==> src/rtl/seg_scan_driver.sv <==
// Multiplexed 8-digit seven-segment scan driver with a frame-synchronous shadow register.
// Optional leading-zero blanking is enabled by defining LZ_BLANK_EN.
module seg_scan_driver #(
  parameter int unsigned SCAN_DIV  = 100000,
  parameter int unsigned BLANK_CYC = 16
) (
  input  logic        clk,
  input  logic        rst_n,
  input  logic [31:0] digits,
  input  logic [7:0]  digit_en,
  input  logic [7:0]  dp_in,
  input  logic        load,
  output logic [6:0]  seg_out,
  output logic        dp,
  output logic [7:0]  an,
  output logic        frame_done
);

  localparam int unsigned PW = (SCAN_DIV < 2) ? 1 : $clog2(SCAN_DIV);
  localparam int unsigned BW = (BLANK_CYC < 1) ? 1 : $clog2(BLANK_CYC + 1);

  logic [PW-1:0] r_pcnt;
  logic [2:0]    r_idx;
  logic [BW-1:0] r_blank;
  logic          r_pending;
  logic [31:0]   r_sh_dig, r_dsp_dig;
  logic [7:0]    r_sh_en, r_dsp_en, r_sh_dp, r_dsp_dp;
  logic [6:0]    r_seg;
  logic          r_dp;
  logic [7:0]    r_an;
  logic          r_frame_done;

  logic          w_tick, w_wrap, w_active;
  logic [3:0]    w_nib;
  logic [6:0]    w_seg;
  logic [7:0]    w_lz;

  assign w_tick = (r_pcnt == PW'(SCAN_DIV - 1));
  assign w_wrap = w_tick && (r_idx == 3'd7);
  assign w_nib  = r_dsp_dig[{r_idx, 2'b00} +: 4];

  always_comb begin
    case (w_nib)
      4'd0:    w_seg = 7'b1000000;
      4'd1:    w_seg = 7'b1111001;
      4'd2:    w_seg = 7'b0100100;
      4'd3:    w_seg = 7'b0110000;
      4'd4:    w_seg = 7'b0011001;
      4'd5:    w_seg = 7'b0010010;
      4'd6:    w_seg = 7'b0000010;
      4'd7:    w_seg = 7'b1111000;
      4'd8:    w_seg = 7'b0000000;
      4'd9:    w_seg = 7'b0010000;
      default: w_seg = 7'b1111111;
    endcase
  end

  // Leading-zero mask: walk down from position 7; disabled positions neither blank nor end the run.
  always_comb begin
    w_lz = '0;
`ifdef LZ_BLANK_EN
    begin
      logic        lead;
      int unsigned k;
      lead = 1'b1;
      for (int unsigned j = 0; j < 7; j++) begin
        k = 7 - j;
        if (r_dsp_en[k] && (r_dsp_dig[4*k +: 4] == 4'd0)) begin
          w_lz[k] = lead;
        end else if (r_dsp_en[k]) begin
          lead = 1'b0;
        end
      end
    end
`endif
  end

  assign w_active = (r_blank == '0) && r_dsp_en[r_idx] && !w_lz[r_idx];

  always_ff @(posedge clk or negedge rst_n) begin
    if (!rst_n) begin
      r_pcnt       <= '0;
      r_idx        <= '0;
      r_blank      <= BW'(BLANK_CYC);
      r_pending    <= 1'b0;
      r_sh_dig     <= '0;
      r_sh_en      <= '0;
      r_sh_dp      <= '0;
      r_dsp_dig    <= '0;
      r_dsp_en     <= '0;
      r_dsp_dp     <= '0;
      r_seg        <= '1;
      r_dp         <= 1'b1;
      r_an         <= '1;
      r_frame_done <= 1'b0;
    end else begin
      r_pcnt <= w_tick ? '0 : r_pcnt + 1'b1;
      if (w_tick) begin
        r_idx   <= r_idx + 3'd1;
        r_blank <= BW'(BLANK_CYC);
      end else if (r_blank != '0) begin
        r_blank <= r_blank - 1'b1;
      end

      if (load) begin
        r_sh_dig <= digits;
        r_sh_en  <= digit_en;
        r_sh_dp  <= dp_in;
      end
      // A load on the wrap tick bypasses the shadow so the new frame shows it immediately.
      if (load && w_wrap) begin
        r_dsp_dig <= digits;
        r_dsp_en  <= digit_en;
        r_dsp_dp  <= dp_in;
        r_pending <= 1'b0;
      end else if (load) begin
        r_pending <= 1'b1;
      end else if (w_wrap && r_pending) begin
        r_dsp_dig <= r_sh_dig;
        r_dsp_en  <= r_sh_en;
        r_dsp_dp  <= r_sh_dp;
        r_pending <= 1'b0;
      end

      r_an         <= w_active ? ~(8'd1 << r_idx) : 8'hFF;
      r_seg        <= w_active ? w_seg : 7'h7F;
      r_dp         <= w_active ? ~r_dsp_dp[r_idx] : 1'b1;
      r_frame_done <= w_wrap;
    end
  end

  assign seg_out    = r_seg;
  assign dp         = r_dp;
  assign an         = r_an;
  assign frame_done = r_frame_done;

endmodule

==> config.mk <==
export PLATFORM = sky130hd
export DESIGN_NAME = seg_scan_driver
export DESIGN_NICKNAME = d
export VERILOG_FILES = /design/src/rtl/seg_scan_driver.sv
export SDC_FILE = /design/constraint.sdc
export NUM_CORES = 1
export LEC_CHECK = 0
export CAP_MARGIN = 10
export CORE_MARGIN = 2
export CORE_UTILIZATION = 50
export CTS_BUF_LIST = sky130_fd_sc_hd__clkbuf_16
export DETAILED_ROUTE_END_ITERATION = 10
export PLACE_DENSITY = 0.72
export SLEW_MARGIN = 30
export SYNTH_ARGS = -nofsm -noshare
export SYNTH_HDL_FRONTEND = slang
export SYNTH_SLANG_ARGS = --single-unit
export TNS_END_PERCENT = 100
==> constraint.sdc <==
create_clock -name clk -period 2.4 [get_ports clk]
set_input_delay 0.24 -clock clk [delete_from_list [all_inputs] [get_ports clk]]
set_output_delay 0.24 -clock clk [all_outputs]
set_load 0.1 [all_outputs]
==> reports/qor.csv, run 1 <==
metric;value;unit
status;complete, no violations;
Hold Fails Final Rpt;0;
clk slew on worst S/H paths;0.05;ns
max cap viols;0;
RSZ-0062 raised after global routing;false;
internal reg-to-reg setup slack;0.15;ns
Fmax;0.4453;GHz
synth unique cells;37;
setup TNS;0;ns
average size of a mapped cell;14.72;sq um
Yosys reg bits;139;
most frequent cells in the layout;121 x dfrtp_1, 80 x mux2_2, 48 x clkdlybuf4s50_1;
die area;0.01290;sq mm
finished layout cell area;0.007377;sq mm
crit-path cells;ha_1 > and4_2 > nand4_1 > or3_4 > mux2_4;
CTS sink count;139;
antenna viol nets, final;0;
worst min path class;primary input to flop;
# nets final;551;
share of cells above drive strength 1;37.55;%
Slew @ Worst Pin;0.7569;ns
root buffer cell;clkbuf_16;
area grow syn2layout;22.86;%
Lkg Pwr;3.364;nW
Pwr Density;734.5;mW/mm^2
syn nets;472;
postcts setup bufs;0;
PortBufs;67;
final setup violation count;0;
Critical Path RT;2.69;ns
Crit path largest cell delay;0.68;ns
deepest clock path buffer count;2;
GP Congestion;0.8122;
drt drc;0;
Worst Skew;0.006992;ns
type of the worst setup path;flop to flop;
DR iter-0 viols;204;
first-pass GRT wire length;18560;um
Starting Density;50.62;%
Diodes inserted;0;
CTS tree;done;
commonest non-fill, non-tap cell in the layout;dfrtp_1;
yosys warns;0;
drt pass-1 iters;4;
sequential share of the synthesized area;58.28;%
Critical Path Slowest Stage Cell;or3_4;
Rel. slew slack;49.54;%
total I/O pin count;68;
Post-Syn Instances;408;
Chip Height;113.6;um
min cycle time layout;2.246;ns
width of the die;113.6;um
GRT Residual Overflow;0;
final period utilization;93.57;%
largest net degree at the start of global routing;62;
peak supply drop;0.4458;mV
FF-to-FF path depth;5;
Rows;40;
drt wl/cell;16.92;um
crit path max fanout;48;
H-tree depth reported by CTS;4;
worst skew pair latency;0.41;ns
dpl hpwl;7473;um
placed inst area;0.006800;sq mm
CP Capture Type;flop;
total track usage;18.78;%
startpoint types;flop;
pins over their slew limit;0;
Num CTS Buffers;17;
Via-to-Cell Ratio;5.395;
initial antenna violation count;0;
vias in the first global route;3711;
detailed-route via count;3480;
WHS Path Cells;3;
CP Data Arrival Time;2.54;ns
Core Region;0.01186;sq mm
final WL;10910;um
synthesized area;0.006005;sq mm
[final cells by class]
| class | instances | area [sq um] |
|---|---|---|
| fill | 891 | 4484 |
| sequential | 139 | 3501 |
| multi-input combinational | 239 | 2365 |
| timing repair buffer | 77 | 714.4 |
| clock buffer | 17 | 425.4 |
| tap | 147 | 183.9 |
| clock inverter | 13 | 138.9 |
| inverter | 13 | 48.80 |
[worst max-delay path, delay by kind of cell (launching register included)]
| family | cells | cell delay [ns] |
|---|---|---|
| and+or+nand+nor | 3 | 1.08 |
| muxes | 1 | 0.40 |
| DFF | 1 | 0.39 |
| adders and majority gates | 1 | 0.23 |
[routing by layer]
| metal | vias to the layer above | wire (um) | GRT usage (%) |
|---|---|---|---|
| met5 | - | 0 | 0 |
| met4 | 0 | 188 | 7.154 |
| met3 | 15 | 402 | 5.048 |
| met2 | 66 | 5259 | 29.18 |
| met1 | 1782 | 5064 | 25.59 |
| li1 | 1617 | - | - |
[metrics by stage]
stage / utilization (%) / setup slack (ns) / total power, mW / hold slack, ns / std cells
final: 62.19 / 0.1542 / 5.418 / 0.1295 / 645
after global routing: 62.19 / 0.02395 / 5.641 / 0.1125 / 645
after CTS: 62.17 / 0.1014 / 5.477 / 0.1046 / 645
after detailed placement: 57.33 / 0.1377 / 2.949 / 0.2633 / 614
after global placement: 57.33 / 0.1487 / 2.934 / 0.2551 / 614
after floorplan: - / 0.2539 / 2.754 / -0.05559 / 408
[where the power goes]
part	switching (mW)	internal, mW	total (mW)
clock	0.924	1.59	2.52
combinational	0.190	0.208	0.397
sequential	0.0372	2.47	2.50
[state kept, by name, indices dropped and copies added (netlist names)]
name / flops
r_sh_en: 8
seg_out: 7
r_pending: 1
r_blank: 5
r_dsp_en: 8
r_pcnt: 17
r_dsp_dp: 8
dp: 1
r_sh_dig: 32
r_dsp_dig: 32
r_idx: 3
an: 8
frame_done: 1
r_sh_dp: 8
[worst paths after layout]
kind / from / endpoint
max reg2reg: r_pcnt[0] / r_dsp_dig[16]
max: r_pcnt[0] / r_dsp_dig[16]
min in group asynchronous: rst_n / r_sh_dig[5]
max in group asynchronous: rst_n / r_blank[4]
min: load / r_pending
min reg2reg: r_blank[4] / r_blank[4]
[Yosys cell counts (all sizes together)]
cell	n	area (sq um)
a21oi	6	30.03
a32oi	5	43.79
and2	1	6.260
and3	4	25.02
and3b	1	8.760
and4	4	35.03
and4b	1	10.01
buf	11	70.06
clkbuf	6	22.52
clkinv	1	3.750
dfrtp	122	3053
dfstp	17	446.7
ha	13	162.7
inv	12	45.04
mux2	100	1201
mux2i	4	40.04
mux4	12	270.3
nand2	18	67.56
nand3	10	50.05
nand4	7	43.79
nor2	16	60.06
nor3	5	25.02
nor4	1	6.260
nor4b	3	47.54
nor4bb	2	20.02
o21ai	4	20.02
o31ai	1	7.510
or3	2	17.52
or4	1	7.510
xnor2	10	87.58
xor2	8	70.07
[repair_timing]
action | in CTS | in global routing
hold buffers | 1 | 0
gates resized for setup | 0 | 2
setup endpoints to repair | 0 | 8
hold endpoints to repair | 57 | 0
[logic make-up after synthesis]
group / Yosys count / share of synthesized area (%)
xor+xnor: 18 / 2.626
fa+ha+maj: 13 / 2.709
mux: 116 / 25.17
buf+inv: 30 / 2.354
compound gates: 16 / 1.688
flops: 139 / 58.28
simple gates: 76 / 7.168
Note: power is estimated with default switching activity, not from simulation.
==> run 2: changes to the inputs <==
==> constraint.sdc (replaced) <==
create_clock -name clk -period 2.4 [get_ports clk]
set_input_delay 0.36 -clock clk [delete_from_list [all_inputs] [get_ports clk]]
set_output_delay 0.36 -clock clk [all_outputs]
set_load 0.1 [all_outputs]
==> run 2 against run 1 <==
  * Critical path depth grew 2
  * Hold slack better by 0.14 ns
  * Highest routed layer unchanged
  * Register-to-register slack improved by 0.02 ns
  * Clock power shrank 8.7%
  * Largest cell class unchanged
==> reports/qor.csv, run 2 (synthesized netlist as in run 1, its figures left out) <==
metric;value;unit;change
min cycle time layout;2.227;ns;was 2.246 ns
CP Data Arrival Time;2.54;ns;about the same
detailed-route via count;3536;;was 3,480
Chip Height;113.6;um;unchanged
top flop regs;r_dsp_dig: 32 flops, r_sh_dig: 32 flops, r_pcnt: 17 flops;;unchanged
Worst Skew;0.005126;ns;was 0.006992 ns
Fmax;0.4491;GHz;was 0.4453 GHz
Clock power frac;44.2;%;was 46.5%
largest net degree at the start of global routing;83;;was 62
Rel. slew slack;59.18;%;was 49.54%
post-route core utilization;62.06;%;was 62.19%
first-pass GRT wire length;18650;um;was 18,560 um
Slew @ Worst Pin;0.6123;ns;was 0.7569 ns
vias in the first global route;3692;;was 3,711
drt drc;0;;unchanged
deepest clock path buffer count;2;;unchanged
critical path depth in cells;7;;was 5
Buf/Inv on CP;2;;was 0
Pwr Total;5.208;mW;was 5.418 mW
final setup violation count;0;;unchanged
drt pass-1 iters;4;;unchanged
initial antenna violation count;0;;unchanged
Starting Density;50.62;%;unchanged
CP Capture Type;flop;;unchanged
type of the worst setup path;flop to flop;;unchanged
most frequent cells in the layout;122 x dfrtp_1, 80 x mux2_2, 48 x clkdlybuf4s50_1;;was 121 x dfrtp_1, 80 x mux2_2, 48 x clkdlybuf4s50_1
status;complete, no violations;;unchanged
number of fill cells;887;;was 891
logic gate share of total power;7.7;%;was 7.3%
switching share of power;22.11;%;was 21.23%
H-tree depth reported by CTS;4;;unchanged
FF-to-FF path depth;7;;was 5
total I/O pin count;68;;unchanged
final WL;10980;um;was 10,910 um
sequential share of power;48.1;%;was 46.2%
WHS Path Cells;3;;unchanged
NetSw;1.151;mW;was 1.150 mW
Crit path largest cell delay;0.52;ns;was 0.68 ns
PortBufs;67;;unchanged
startpoint types;flop;;unchanged
internal power;4.057;mW;was 4.268 mW
die area;0.01290;sq mm;unchanged
GRT Residual Overflow;0;;unchanged
DR iter-0 viols;167;;was 204
share of cells above drive strength 1;37.38;%;was 37.55%
Diodes inserted;0;;unchanged
total track usage;18.64;%;was 18.78%
Critical Path Slowest Stage Cell;mux4_2;;was or3_4
root buffer cell;clkbuf_16;;unchanged
antenna viol nets, final;0;;unchanged
peak supply drop;0.4989;mV;was 0.4458 mV
Critical Path RT;2.72;ns;was 2.69 ns
Num CTS Buffers;17;;unchanged
clk slew on worst S/H paths;0.05;ns;about the same
CTS sink count;139;;unchanged
family with the most delay on the worst path;multiplexers;;was simple AND/OR/NAND/NOR gates
commonest non-fill, non-tap cell in the layout;dfrtp_1;;unchanged
max cap viols;0;;unchanged
RSZ-0062 raised after global routing;false;;unchanged
Via-to-Cell Ratio;5.440;;was 5.395
dpl hpwl;7516;um;was 7473 um
Hold Fails Final Rpt;0;;unchanged
drt wl/cell;16.90;um;was 16.92 um
CTS tree;done;;unchanged
# nets final;554;;was 551
Rows;40;;unchanged
GP Congestion;0.8579;;was 0.8122
Core Region;0.01186;sq mm;unchanged
pins over their slew limit;0;;unchanged
worst skew pair latency;0.41;ns;about the same
Pwr Density;707.5;mW/mm^2;was 734.5 mW/mm^2
setup TNS;0;ns;unchanged
width of the die;113.6;um;unchanged
worst min path class;primary input to flop;;unchanged
area grow syn2layout;22.59;%;was 22.86%
Lkg Pwr;3.355;nW;was 3.364 nW
crit-path cells;buf_4 > mux4_2 > mux2i_2 > inv_1 > ha_1 > mux2i_1 > a32oi_1;;was ha_1 > and4_2 > nand4_1 > or3_4 > mux2_4
crit path max fanout;6;;was 48
final period utilization;92.77;%;was 93.57%
==> run 2: metrics by stage <==
step | instances | setup slack (ns) | area, sq um | hold WS (ns)
global placement | 616 | 0.2055 | 6815 | 0.2850
finish | 650 | 0.1734 | 7361 | 0.2666
floorplan | 408 | 0.2539 | 6005 | 0.06441
detailed placement | 616 | 0.1118 | 6815 | 0.2897
CTS | 649 | 0.08972 | 7346 | 0.2225
global route | 650 | 0.01231 | 7361 | 0.2684
==> run 2: path summary, 6_finish.rpt <==
| path | from | slack (ns) | end |
|---|---|---|---|
| min reg2reg | r_blank[4] | 0.47 | r_blank[4] |
| max | r_idx[0] | 0.17 | seg_out[0] |
| min in group asynchronous | rst_n | 0.42 | r_blank[3] |
| max in group asynchronous | rst_n | 1.26 | r_sh_dig[7] |
| min | load | 0.27 | r_pending |
| max reg2reg | r_idx[0] | 0.17 | seg_out[0] |
==> run 2: repair_timing <==
item / 4_1_cts / 5_1_grt
endpoints found under the setup margin: 0 / 42
hold endpoints to repair: 21 / 0
gates resized for setup: 0 / 2
buffers inserted: 0 / 0
hold buffers: 1 / 0
==> run 2: power groups by stage <==
stage	Clock [mW]	Combinational [mW]	Sequential, mW
floorplan	0	0.181	2.57
global placement	0	0.397	2.54
detailed placement	0	0.403	2.55
CTS	2.35	0.409	2.51
global route	2.48	0.437	2.52
finish	2.30	0.399	2.51
==> run 2: metal layers <==
layer  vias up  part of all wire [%]  global-route usage (%)
met5         -                     0                       0
met4         0                   2.2                   7.967
met3        20                   3.0                   3.666
met2        67                    48                   29.14
met1      1816                    47                   25.75
li1       1633                     -                       -
==> run 2: layout make-up <==
class | instances | area (sq um) | share of cell area, %
clock inverter | 15 | 95.09 | 1.292
timing repair buffer | 79 | 729.5 | 9.910
clock buffer | 17 | 425.4 | 5.779
multi-input combinational | 240 | 2379 | 32.31
sequential | 139 | 3500 | 47.54
tap | 147 | 183.9 | 2.499
inverter | 13 | 48.80 | 0.6629
==> run 2: worst min-delay path, stage by stage <==
cell and delay [ns]:
buf_2 0.10, nor2_1 0.08, nor2_1 0.09
